`src/rtl/teclado_pkg.sv`:
```
// teclado_pkg: shared constants, event word layout and state types for the
// PS/2 keyboard controller.
package teclado_pkg;
    localparam logic [7:0] PS2_EXT = 8'hE0;
    localparam logic [7:0] PS2_BRK = 8'hF0;
    localparam int EV_BRK  = 8;
    localparam int EV_EXT  = 9;
    localparam int EV_PEND = 31;
    typedef enum logic [1:0] {IDLE, PRE_E0, PRE_F0, PRE_E0F0} dec_state_t;
    typedef enum logic {WB_IDLE, WB_ISSUE} wb_state_t;
    function automatic logic [31:0] make_event(input logic ext, input logic brk, input logic [7:0] code);
        logic [31:0] w;
        w = {24'd0, code};
        w[EV_EXT] = ext;
        w[EV_BRK] = brk;
        return w;
    endfunction
endpackage

```
`src/rtl/ps2_rx.sv`:
```
// ps2_rx: PS/2 frame receiver with input synchronisers, clock glitch filter,
// framing/odd-parity check and inter-edge timeout.
module ps2_rx #(
    parameter int FILTER_LEN = 4,
    parameter int TIMEOUT    = 5000
) (
    input  logic       clk,
    input  logic       rst,
    input  logic       ps2_clk,
    input  logic       ps2_data,
    output logic [7:0] data,
    output logic       valid,
    output logic       error
);
    localparam int FW = $clog2(FILTER_LEN + 1);
    localparam int TW = $clog2(TIMEOUT + 1);
    logic [1:0] clk_s, dat_s;
    logic filt, settle, fall, ok;
    logic [FW-1:0] fcnt;
    logic [3:0] bits;
    logic [9:0] sh;
    logic [TW-1:0] tcnt;
    assign settle = (clk_s[1] != filt) && (fcnt == FW'(FILTER_LEN - 1));
    assign fall = settle && !clk_s[1];
    // sh holds start, 8 data bits and parity; the stop bit is the live sample
    assign ok = !sh[0] && dat_s[1] && ^sh[9:1];
    always_ff @(posedge clk or posedge rst)
        if (rst) begin
            clk_s <= 2'b11;
            dat_s <= 2'b11;
            filt  <= 1'b1;
            fcnt  <= '0;
            bits  <= '0;
            sh    <= '0;
            tcnt  <= '0;
            data  <= '0;
            valid <= 1'b0;
            error <= 1'b0;
        end else begin
            clk_s <= {clk_s[0], ps2_clk};
            dat_s <= {dat_s[0], ps2_data};
            fcnt  <= (clk_s[1] != filt && !settle) ? fcnt + 1'b1 : '0;
            if (settle)
                filt <= clk_s[1];
            valid <= 1'b0;
            error <= 1'b0;
            if (fall) begin
                tcnt <= '0;
                if (bits == 4'd10) begin
                    bits  <= '0;
                    valid <= ok;
                    error <= !ok;
                    data  <= sh[8:1];
                end else begin
                    bits <= bits + 4'd1;
                    sh   <= {dat_s[1], sh[9:1]};
                end
            end else if (bits != 4'd0) begin
                if (tcnt == TW'(TIMEOUT - 1)) begin
                    bits  <= '0;
                    tcnt  <= '0;
                    error <= 1'b1;
                end else
                    tcnt <= tcnt + 1'b1;
            end
        end
endmodule

```
`src/rtl/controlador_teclado.sv`:
```
// controlador_teclado: decodes PS/2 scan codes into key events, buffers them and
// writes them into the keyboard register whenever the processor has consumed the last one.
module controlador_teclado
    import teclado_pkg::*;
#(
    parameter int FIFO_DEPTH = 4,
    parameter int FILTER_LEN = 4,
    parameter int TIMEOUT    = 5000
) (
    input  logic        CLK,
    input  logic        RESET,
    input  logic        PS2_CLK,
    input  logic        PS2_DATA,
    input  logic        WE_Procesador,
    input  logic [31:0] REG_OUT,
    output logic        WE_Teclado,
    output logic [31:0] DATA_OUT,
    output logic        ERROR,
    output logic        OVERFLOW
);
    localparam int AW = $clog2(FIFO_DEPTH);
    localparam int CW = AW + 1;
    logic [7:0] rx_data;
    logic rx_valid, rx_err, push, full, pop, accept, unused;
    logic [31:0] ev;
    logic [31:0] mem [FIFO_DEPTH];
    logic [AW-1:0] wr, rd;
    logic [CW-1:0] count;
    dec_state_t dec;
    wb_state_t wb;

    ps2_rx #(.FILTER_LEN(FILTER_LEN), .TIMEOUT(TIMEOUT)) rx (
        .clk(CLK), .rst(RESET), .ps2_clk(PS2_CLK), .ps2_data(PS2_DATA),
        .data(rx_data), .valid(rx_valid), .error(rx_err)
    );

    assign ERROR  = rx_err;
    assign unused = ^REG_OUT[30:0];

    // prefix bytes only advance the decoder; every other byte becomes an event
    always_comb begin
        push = rx_valid && !(dec == IDLE && (rx_data == PS2_EXT || rx_data == PS2_BRK))
                        && !(dec == PRE_E0 && rx_data == PS2_BRK);
        ev   = make_event(dec == PRE_E0 || dec == PRE_E0F0, dec == PRE_F0 || dec == PRE_E0F0, rx_data);
    end

    always_ff @(posedge CLK or posedge RESET)
        if (RESET)
            dec <= IDLE;
        else if (rx_err)
            dec <= IDLE;
        else if (rx_valid)
            dec <= (dec == IDLE && rx_data == PS2_EXT)   ? PRE_E0 :
                   (dec == IDLE && rx_data == PS2_BRK)   ? PRE_F0 :
                   (dec == PRE_E0 && rx_data == PS2_BRK) ? PRE_E0F0 : IDLE;

    // a pop in the same cycle frees the slot, so a push into a full FIFO still lands
    assign full   = count == CW'(FIFO_DEPTH);
    assign pop    = WE_Teclado;
    assign accept = push && (!full || pop);

    always_ff @(posedge CLK)
        if (accept)
            mem[wr] <= ev;

    always_ff @(posedge CLK or posedge RESET)
        if (RESET) begin
            wr       <= '0;
            rd       <= '0;
            count    <= '0;
            OVERFLOW <= 1'b0;
        end else begin
            wr       <= wr + AW'(accept);
            rd       <= rd + AW'(pop);
            count    <= count + CW'(accept) - CW'(pop);
            OVERFLOW <= (OVERFLOW && !WE_Procesador) || (push && !accept);
        end

    // the processor always wins the register; a pending bit set behind our back aborts the issue
    assign WE_Teclado = wb == WB_ISSUE && !WE_Procesador && !REG_OUT[EV_PEND];
    assign DATA_OUT   = wb == WB_ISSUE ? mem[rd] : '0;

    always_ff @(posedge CLK or posedge RESET)
        if (RESET)
            wb <= WB_IDLE;
        else if (wb == WB_IDLE)
            wb <= (count != '0 && !REG_OUT[EV_PEND]) ? WB_ISSUE : WB_IDLE;
        else if (WE_Teclado || REG_OUT[EV_PEND])
            wb <= WB_IDLE;
endmodule
```
`config.mk`:
```
export PLATFORM = sky130hd
export DESIGN_NAME = controlador_teclado
export DESIGN_NICKNAME = d
export VERILOG_FILES = /design/src/rtl/teclado_pkg.sv /design/src/rtl/ps2_rx.sv /design/src/rtl/controlador_teclado.sv
export SDC_FILE = /design/constraint.sdc
export NUM_CORES = 1
export LEC_CHECK = 0
export ABC_AREA = 1
export BUFFER_PORTS_ARGS = -buffer_cell sky130_fd_sc_hd__clkbuf_2
export CAP_MARGIN = 40
export CORE_ASPECT_RATIO = 1.5
export CORE_MARGIN = 3
export CORE_UTILIZATION = 51
export DETAILED_ROUTE_END_ITERATION = 10
export PLACE_DENSITY = 0.76
export SYNTH_ARGS = -nofsm -noshare
export SYNTH_HDL_FRONTEND = slang
export SYNTH_SLANG_ARGS = --single-unit
```
`constraint.sdc`:
```
create_clock -name CLK -period 1.9 [get_ports CLK]
set_input_delay 0.285 -clock CLK [delete_from_list [all_inputs] [get_ports CLK]]
set_output_delay 0.285 -clock CLK [all_outputs]
set_load 0.1 [all_outputs]
```
==> results.ini <==
[drt]
detailed_router_iteration_count_before_antenna_repair = 4
route.detailed.wl_per_inst_um = 14.4
detail_route.vias_per_cell = 5.20
drt_first_iter_violations = 194
drt_wl_total_mm = 9.34
postRouteAntennaNets = 0
route.detailed.drc = 0
num_vias = 3362

[place]
place.detailed.instances = 620
dp.final_hpwl_mm = 6.08
gp_congestion = 0.917
portbufs = 18

[synthesis]
synth.cells.most_frequent = sky130_fd_sc_hd__nand2_1, sky130_fd_sc_hd__nor2_1, sky130_fd_sc_hd__dfrtp_1, sky130_fd_sc_hd__inv_1, sky130_fd_sc_hd__edfxtp_1
synthesis.yosys.warnings = 0
synthDominantCellAreaShare_pct = 28.3
synth_seq_area_share_pct = 57.9
post-synth-top-count-cell = sky130_fd_sc_hd__nand2_1
ys_top_cells_by_area = sky130_fd_sc_hd__dfrtp_1, sky130_fd_sc_hd__edfxtp_1, sky130_fd_sc_hd__nand2_1, sky130_fd_sc_hd__nor2_1, sky130_fd_sc_hd__buf_4
syn_area_per_cell_um2 = 9.48
ys_dominant_reg_cell = sky130_fd_sc_hd__dfrtp_1
yosysTopAreaCell = sky130_fd_sc_hd__dfrtp_1
ys_seq_elements = 96
async_reset_ff_share_pct = 58.3
ys_types = 35
synthesized_cell_area_um2 = 4500
synth_cells = 475
number_of_enable_type_register_cells_in_the_synthesized_netlist = 40

[worst_setup_path]
category_of_the_most_critical_setup_path = flop to flop
crit_path_end = count[2]$_DFF_PP0_
worstSetupPathDepth = 12
crit_path_frequent_cell = sky130_fd_sc_hd__inv_2
worstSetupStartpoint = rx.data[2]$_DFFE_PP0P_
crit-reg2reg-launch = rx.data[2]$_DFFE_PP0P_
critPathSlowestCell = sky130_fd_sc_hd__dfrtp_1
crit_family = adder cells
critical_path_required_ps = 2120
worst-r2r-cell-count = 12
cp.buffers_inverters = 4
worstSetupEndpointType = flop
regToRegEndpoint = count[2]$_DFF_PP0_
rrSetupSlack_ps = -180
cp_max_fo = 4
worstSetupStartpointType = flop
cp_cell_sequence = inv_2, nand2_2, nor3_2, buf_4, nand3_4, nand4_1, buf_6, inv_2, ha_4, fa_2, xnor2_2, xor2_1
timing.critical_path.slowest_cell_delay_ps = 390
crit_arrival_ps = 2310

[floorplan]
die_x_um = 82.7
floorplan.core_area_um2 = 8520
rows = 41
start_util_pct = 52.9
dieHeight_um = 121
die_area_um2 = 10000
floorplan.io_pins = 72

[clock_tree]
clockRootBuffer = sky130_fd_sc_hd__clkbuf_16
clk_path_buf_depth = 2
clock_latency_on_the_worst_skew_pair_ps = 350
cts_tree = done
clk_pin_slew_worst_paths_ps = 60
cts_h_tree_lvls = 3
cts-buffers-inserted = 9
clock_sinks = 96

[global_routing]
globalRoute.totalOverflow = 0
global_route.usage.total_pct = 19.5
grt_max_degree = 57
via_count_of_the_first_global_routing_pass = 3367
grt_pass1_wl_mm = 14.9
antenna_found_initial = 0

[sta]
worst_slack_ps = -184
finalHoldViolCount = 0
tns_ps = -1370
timing.hold.ws_ps = 24.4
relSlewSlack_pct = 44.7
layout_min_cycle_time_ps = 2080
grt_setup_unrepaired = true
final.period_utilization_pct = 110
report.final.slew_viol_count = 0
timing.fmax_mhz = 480
final_number_of_setup_violating_endpoints = 11
max_slew.worst_pin.slew_ps = 824
worst_clock_skew_ps = 10.3

[final_layout]
area.growth.synth_to_final_pct = 27.0
antenna_cells_inserted = 0
drive_above_1_share_pct = 25.7
num-nets-final = 583
layout.cells.non_filler = 647

[pwr]
power_mw = 7.64
vdd_drop_max_uv = 1020
power_leakage_nw = 2.56
power.density_nw_per_um2 = 1340

[worst_hold_path]
min-delay-path-class = primary input to flop

[status]
status = complete, but fails checks
failed_checks = setup timing

[job]
count_of_maximum_capacitance_violations = 0

==> logic make-up after synthesis <==
family / share of synthesized area [%]
simple gates: 19.9
fa+ha+maj: 3.22
buf+inv: 9.26
compound gates: 8.20
xor+xnor: 1.36
flops: 57.9
other cells: 0.0833
==> registers in the layout, indices dropped and copies added (netlist names) <==
register / cells
rx.fcnt: 3
count: 3
rx.dat_s: 2
rx.sh: 10
rx.clk_s: 2
wb: 1
OVERFLOW: 1
rx.error: 1
rx.tcnt: 13
rx.data: 8
mem: 40
rx.bits: 4
rx.valid: 1
wr: 2
dec: 2
rx.filt: 1
rd: 2
==> routing by layer <==
layer  track usage (%)  vias up  wire, um
met5                 0        -         0
met4              7.46        0       284
met3              4.09       21       320
met2              36.8       71      5360
met1              20.3     1627      3380
li1                  -     1643         -
==> through the flow <==
| stage | setup WS [ps] | utilization [%] | area [um^2] |
|---|---|---|---|
| floorplan | -216 | - | 4700 |
| global placement | -209 | 59.8 | 5090 |
| detailed placement | -251 | 60.0 | 5110 |
| CTS | -172 | 65.2 | 5560 |
| global route | -247 | 67.1 | 5720 |
| finish | -184 | 67.1 | 5720 |
==> final cells by class <==
cell class | instances | area, um^2
fillers | 620 | 2800
flip-flops and latches | 96 | 2610
multi-input cells | 313 | 1770
inverters | 55 | 209
well taps | 107 | 134
clock inverters | 6 | 133
repair buffers | 60 | 631
clock buffers | 10 | 229
==> cell usage in the layout, fill, tap and decap left out, types with 3 or more instances in the layout <==
master and count:
sky130_fd_sc_hd__buf_4 31, sky130_fd_sc_hd__conb_1 22, sky130_fd_sc_hd__buf_12 12, sky130_fd_sc_hd__nand2_2 3
sky130_fd_sc_hd__clkbuf_2 8, sky130_fd_sc_hd__edfxtp_1 40, sky130_fd_sc_hd__nand3_1 22, sky130_fd_sc_hd__dfstp_2 5
sky130_fd_sc_hd__nor2_4 5, sky130_fd_sc_hd__o21ai_2 4, sky130_fd_sc_hd__inv_2 15, sky130_fd_sc_hd__a21oi_1 9
sky130_fd_sc_hd__nor3_1 8, sky130_fd_sc_hd__nand4_1 7, sky130_fd_sc_hd__o21ai_1 24, sky130_fd_sc_hd__bufinv_16 4
sky130_fd_sc_hd__a21oi_2 4, sky130_fd_sc_hd__inv_1 38, sky130_fd_sc_hd__nor3_2 4, sky130_fd_sc_hd__nor2_1 64
sky130_fd_sc_hd__clkbuf_16 10, sky130_fd_sc_hd__ha_1 9, sky130_fd_sc_hd__xor2_1 4, sky130_fd_sc_hd__a21oi_4 6
sky130_fd_sc_hd__nor2_2 6, sky130_fd_sc_hd__nand2_1 74, sky130_fd_sc_hd__dfrtp_1 50, sky130_fd_sc_hd__o21ai_0 16
sky130_fd_sc_hd__buf_6 6
==> worst min path at each step <==
| stage | start | to | slack, ps | cells after the start |
|---|---|---|---|---|
| floorplan | PS2_CLK | rx.clk_s[0]$_DFF_PP1_ | 290 | 0 |
| global placement | RESET | OVERFLOW$_DFF_PP0_ | 340 | 3 |
| detailed placement | RESET | OVERFLOW$_DFF_PP0_ | 350 | 3 |
| CTS | PS2_CLK | rx.clk_s[0]$_DFF_PP1_ | 10 | 1 |
| global route | PS2_DATA | rx.dat_s[0]$_DFF_PP1_ | 20 | 1 |
| finish | PS2_CLK | rx.clk_s[0]$_DFF_PP1_ | 20 | 1 |
==> repair_timing <==
| action | in CTS | in global routing |
|---|---|---|
| cloned | 0 | 1 |
| hold buffers | 1 | 0 |
| hold endpoints to repair | 51 | 0 |
| pin swaps | 1 | 9 |
| setup buffers | 3 | 6 |
| gates resized for setup | 21 | 33 |
| setup endpoints to repair | 32 | 49 |
==> where the power goes <==
group | switching, mW | internal, mW | leakage [nW] | total (mW)
Combinational | 1.89 | 1.06 | 1.23 | 2.95
Sequential | 0.187 | 2.36 | 1.16 | 2.55
Clock | 0.725 | 1.42 | 0.173 | 2.14
Total | 2.80 | 4.83 | 2.56 | 7.64
Note: power is estimated with default switching activity, not from simulation.
